`config.mk`:
```
export PLATFORM = sky130hd
export DESIGN_NAME = multiword_add_seq
export DESIGN_NICKNAME = d
export VERILOG_FILES = /design/src/rtl/multiword_add_seq_pkg.sv /design/src/rtl/multiword_add_seq_csa_slice.sv /design/src/rtl/multiword_add_seq.sv
export SDC_FILE = /design/constraint.sdc
export NUM_CORES = 1
export LEC_CHECK = 0
export CAP_MARGIN = 20
export CORE_MARGIN = 2
export CORE_UTILIZATION = 40
export CTS_BUF_LIST = sky130_fd_sc_hd__clkbuf_16
export DETAILED_ROUTE_END_ITERATION = 10
export DONT_BUFFER_PORTS = 1
export GPL_ROUTABILITY_DRIVEN = 0
export GPL_TIMING_DRIVEN = 0
export HOLD_SLACK_MARGIN = 0.15
export SLEW_MARGIN = 10
export SYNTH_ARGS = -nofsm -noshare
export SYNTH_HDL_FRONTEND = slang
export SYNTH_SLANG_ARGS = --single-unit
export TNS_END_PERCENT = 30
```
`constraint.sdc`:
```
create_clock -name clk -period 9.2 [get_ports clk]
set_input_delay 0.92 -clock clk [delete_from_list [all_inputs] [get_ports clk]]
set_output_delay 0.92 -clock clk [all_outputs]
set_load 0.01 [all_outputs]
```
`src/rtl/multiword_add_seq_pkg.sv`:
```
// Shared definitions for the multiword add sequencer: FSM state encoding,
// default geometry and the index-counter width helper.
package multiword_add_seq_pkg;

  localparam int SLICE_W_DEF    = 8;
  localparam int NUM_SLICES_DEF = 4;

  typedef enum logic [1:0] {
    ST_IDLE = 2'd0,
    ST_RUN  = 2'd1,
    ST_DONE = 2'd2
  } state_t;

  // Slice index width: clog2(n), but never narrower than one bit.
  function automatic int idx_width(input int n);
    return (n <= 2) ? 1 : $clog2(n);
  endfunction

endpackage

```
`src/rtl/multiword_add_seq_csa_slice.sv`:
```
// Combinational carry-select adder slice: both carry outcomes are computed in
// parallel and the incoming carry only drives the final mux.
module csa_slice #(
  parameter int W = 8
) (
  input  logic [W-1:0] a,
  input  logic [W-1:0] b,
  input  logic         cin,
  output logic [W-1:0] sum,
  output logic         cout
);

  logic [W:0] res_c0;
  logic [W:0] res_c1;

  assign res_c0 = {1'b0, a} + {1'b0, b};
  assign res_c1 = {1'b0, a} + {1'b0, b} + (W+1)'(1);

  assign {cout, sum} = cin ? res_c1 : res_c0;

endmodule

```
`src/rtl/multiword_add_seq.sv`:
```
// Wide adder built by stepping one shared carry-select slice across the
// operands LSB slice first, with the carry registered between slices.
module multiword_add_seq
  import multiword_add_seq_pkg::*;
#(
  parameter int SLICE_W    = SLICE_W_DEF,
  parameter int NUM_SLICES = NUM_SLICES_DEF
) (
  input  logic                          clk,
  input  logic                          rst,
  input  logic                          in_valid,
  output logic                          in_ready,
  input  logic [SLICE_W*NUM_SLICES-1:0] in_a,
  input  logic [SLICE_W*NUM_SLICES-1:0] in_b,
  input  logic                          in_cin,
  output logic                          out_valid,
  input  logic                          out_ready,
  output logic [SLICE_W*NUM_SLICES-1:0] out_sum,
  output logic                          out_cout,
  output logic                          busy
);

  localparam int               IDX_W    = idx_width(NUM_SLICES);
  localparam logic [IDX_W-1:0] LAST_IDX = IDX_W'(NUM_SLICES - 1);

  state_t state_q, state_d;

  logic [IDX_W-1:0]                    idx_q;
  logic [NUM_SLICES-1:0][SLICE_W-1:0]  a_q, b_q, sum_q;
  logic                                carry_q;
  logic                                cout_q;

  logic [SLICE_W-1:0] slice_sum;
  logic               slice_cout;
  logic               last_slice;
  logic               accept;

  csa_slice #(.W(SLICE_W)) u_slice (
    .a    (a_q[idx_q]),
    .b    (b_q[idx_q]),
    .cin  (carry_q),
    .sum  (slice_sum),
    .cout (slice_cout)
  );

  assign last_slice = (idx_q == LAST_IDX);
  assign accept     = (state_q == ST_IDLE) && in_valid;

  // NOTE: sequential state uses non-blocking assignments so every register
  // samples pre-edge values, independent of statement order.
  always_ff @(posedge clk or posedge rst) begin
    if (rst) state_q <= ST_IDLE;
    else     state_q <= state_d;
  end

  // NOTE: every output of this block gets a default first; a path that leaves
  // one unassigned would infer a latch.
  always_comb begin
    state_d   = state_q;
    in_ready  = 1'b0;
    out_valid = 1'b0;
    busy      = 1'b0;
    case (state_q)
      ST_IDLE: begin
        in_ready = 1'b1;
        if (in_valid) state_d = ST_RUN;
      end
      ST_RUN: begin
        busy = 1'b1;
        if (last_slice) state_d = ST_DONE;
      end
      ST_DONE: begin
        busy      = 1'b1;
        out_valid = 1'b1;
        if (out_ready) state_d = ST_IDLE;
      end
      default: state_d = ST_IDLE;
    endcase
  end

  // NOTE: the data registers are reset too, because an aborted operation must
  // leave no partial result visible on out_sum/out_cout.
  always_ff @(posedge clk or posedge rst) begin
    if (rst) begin
      idx_q   <= '0;
      a_q     <= '0;
      b_q     <= '0;
      sum_q   <= '0;
      carry_q <= 1'b0;
      cout_q  <= 1'b0;
    end else if (accept) begin
      idx_q   <= '0;
      a_q     <= in_a;
      b_q     <= in_b;
      sum_q   <= '0;
      carry_q <= in_cin;
      cout_q  <= 1'b0;
    end else if (state_q == ST_RUN) begin
      sum_q[idx_q] <= slice_sum;
      carry_q      <= slice_cout;
      // Counter parks on the last slice rather than wrapping.
      if (last_slice) cout_q <= slice_cout;
      else            idx_q  <= idx_q + 1'b1;
    end
  end

  assign out_sum  = sum_q;
  assign out_cout = cout_q;

endmodule
```
==> summary.txt <==
Logic synthesis
  – Synth cell types: between 40 and 50
  – Syn Nets: between 600 and 700
  – Post-Syn Area: ~5000 um2
  – Async SR Flop Fraction: 100%
  – Sequential area share after synthesis: 50.7%
  – Flops & latches, synth: 102
  – Post-synth EDFFs: 0
  – Synth Flop Type: dfrtp_1
  – Synthesis warning total: 0
  – Post-Synthesis Cells: 526
  – Syn Area/Cell: 9.57 um2

Timing
  – Max Fclk: 238 MHz
  – Final count of hold timing violations: 0
  – Clock skew: ~0.0094 ns
  – # setup viols final: 0
  – Worst-Margin Slew: 0.819 ns
  – Clock period minus worst slack: ~4.2 ns
  – Slew Viols, Final: 0
  – Final Cycle Share: between 40% and 50%
  – Worst slew margin relative to its limit: 45.4%
  – Setup slack after layout: 5.00 ns
  – RSZ-0062 raised after global routing: no
  – TNS Setup: 0 ns

Placed design
  – Count of input and output buffers: 0
  – Dpl ws: 4.94 ns
  – Detail Placement HPWL: approximately 8900 um

Status
  – Run status: finished, final reports clean

Critical path
  – Critical Path Start Type: flip-flop
  – Worst Path Required: 9.44 ns
  – CP cell instances: clkbuf_1 > buf_2 > mux4_2 > ha_1 > fa_1 > a21oi_1 > o21ai_0 > a21oi_1 > xor2_1 > clkbuf_1 > o311ai_1 > o211a_1
  – CP Capture Type: flip-flop
  – Worst r2r src: idx_q[0]$_DFFE_PP0P_
  – CP max-delay cell: clkbuf_1
  – CP arrival: 4.44 ns
  – CP startpoint: idx_q[0]$_DFFE_PP0P_
  – Crit path largest cell delay: 0.64 ns
  – CP Max Fanout: 10
  – WS Path Type: reg -> reg

Floorplan
  – Die area: roughly 13000 um2
  – Ports: 105
  – Starting density of the core: approximately two fifths
  – Core Area: 12200 um2
  – Die H: 116 um
  – Row count: 40
  – DIE WIDTH: 116 um

Clock network
  – Root Driver: clkbuf_16
  – Hold_buf cts: 0
  – Post CTS Setup Buffer Count: 0
  – Post-CTS Resized: 0
  – Clk_lat worst skew: 0.35 ns
  – Total CTS buffers: 9
  – CTS Sinks: between 100 and 150
  – Max Buffers Root-to-Sink: 2
  – Max H-tree Level: 3
  – Clk pin slew, worst setup/hold paths: around 0.070 ns
  – TritonCTS clock tree: done

Job
  – Max Cap Viol: 0

Final layout
  – Nets: around 620
  – Finished Core Util: 45.8%
  – Multi-input gate area: 2330 um2
  – Area growth from synthesis to layout: 10.7%
  – Filler cells: 1172
  – N_diodes: 0
  – Share of cells above drive strength 1: 8.47%
  – Register Area: 2550 um2

Power
  – Leak Pwr: 2.65 nW
  – Max VDD drop: 0.194 mV
  – Pwr per Cell Area: 465 nW/um2

Detailed routing
  – Wire length per cell: 16.7 um
  – # DRC: 0
  – Routed vias/inst: between 5 and 6
  – 1st-iter DRT viols: about 180
  – DR vias: 3695
  – Total wire length: 11900 um
  – ANT nets after route: 0
  – DRT Pass-1 Iters: 4

GRT
  – Vias in the first global route: 3854
  – First-pass GRT wire length: just under 20000 um
  – GRT Overall Usage: 18.8%
  – GRT overflow: 0
  – Antenna violations before repair: 0
  – Largest net degree at the start of global routing: 68

Worst hold path
  – Min-Delay Path Class: in -> async
[final cells by class]
cell class | count | share of cell area (%)
sequential | 102 | 45.8
multi-input combinational | 385 | 41.7
clock buffer | 9 | 4.04
tap | 168 | 3.77
buffer | 30 | 2.18
clock inverter | 7 | 1.30
inverter | 9 | 0.651
timing repair buffer | 1 | 0.494
[sequential cells by signal, indices dropped and copies added (netlist names)]
signal and flops:
out_cout 1, carry_q 1, a_q 32, out_sum 32
idx_q 2, state_q 2, b_q 32
[critical path: cells and delay by family (launching register included)]
family	cells	cell delay (ns)
AOI/OAI and AO/OA	5	0.86
xor gates and xnor gates	1	0.30
adders and majority gates	2	0.66
buffers and inverters	3	1.47
DFF	1	0.39
muxes	1	0.39
[path summary, 6_finish.rpt]
kind / cells past startpoint / slack [ns] / endpoint
worst max-delay path: 12 / 5.00 / out_cout$_DFFE_PP0P_
max in group asynchronous: 2 / 8.04 / a_q[31]$_DFFE_PP0P_
worst min-delay path: 1 / 0.47 / out_sum[25]$_DFFE_PP0P_
min in group clk: 2 / 0.47 / b_q[12]$_DFFE_PP0P_
worst min register to register: 2 / 0.47 / b_q[12]$_DFFE_PP0P_
worst max register to register: 12 / 5.00 / out_cout$_DFFE_PP0P_
[per-layer routing]
layer | part of all wire, % | up-vias | track usage [%]
met1 | 45 | 1784 | 25.0
li1 | - | 1790 | -
met4 | 1.3 | 0 | 5.08
met2 | 47 | 108 | 30.8
met3 | 6.6 | 13 | 4.88
met5 | 0 | - | 0
[logic make-up after synthesis]
kind of cell	count (synthesis)	share of synthesized area (%)
simple gates	276	22.9
flops	102	50.7
fa+ha+maj	17	4.37
xor+xnor	11	2.06
compound gates	64	9.47
buf+inv	39	3.08
mux	17	7.36
[cells in the final DEF (no fill, tap or decap), types with 2 or more instances in the layout]
master and count:
a211oi_1 21, a21oi_1 12, and2_1 6, buf_1 4, clkbuf_1 24, clkbuf_16 9, dfrtp_1 102, ha_1 16
inv_1 9, inv_6 3, mux4_2 16, nand2_1 203, nand3_1 8, nor2_1 38, nor2b_1 4, nor3_2 4
nor3b_1 2, nor4_1 4, o211a_1 5, o21a_1 2, o21ai_0 9, o31ai_1 4, xnor2_1 7, xor2_1 3
[through the flow]
step                      total power, mW  hold slack (ns)  instance area [um2]  cells
after CTS                            2.61            0.474                 5570    711
after detailed placement             2.22            0.458                 5270    695
final                                2.59            0.467                 5570    711
after floorplan                      1.88            0.440                 5030    526
after global placement               2.17            0.454                 5240    694
after global routing                 2.83            0.492                 5570    711
[power by group]
| part | internal [mW] | switching, mW |
|---|---|---|
| Clock | 0.212 | 0.172 |
| Combinational | 0.541 | 0.883 |
| Sequential | 0.645 | 0.139 |
[synthesized netlist by cell type, types with 2 or more instances]
cell type	instances	share of area [%]
nor3_2	4	0.80
xnor2_1	7	1.2
nand3_1	8	0.80
o21ai_0	9	0.89
buf_1	4	0.30
a21oi_1	12	1.2
o21a_1	2	0.30
and2_1	6	0.75
o211a_1	5	0.99
nor3b_1	2	0.30
a211oi_1	21	3.1
nor2_1	38	2.8
inv_1	9	0.67
nand2_1	203	15
o31ai_1	4	0.60
nor2b_1	4	0.50
nor4_1	4	0.50
mux4_2	16	7.2
ha_1	16	4.0
clkbuf_1	24	1.8
dfrtp_1	102	51
xor2_1	3	0.52
Power figures use the tool's default switching activity.
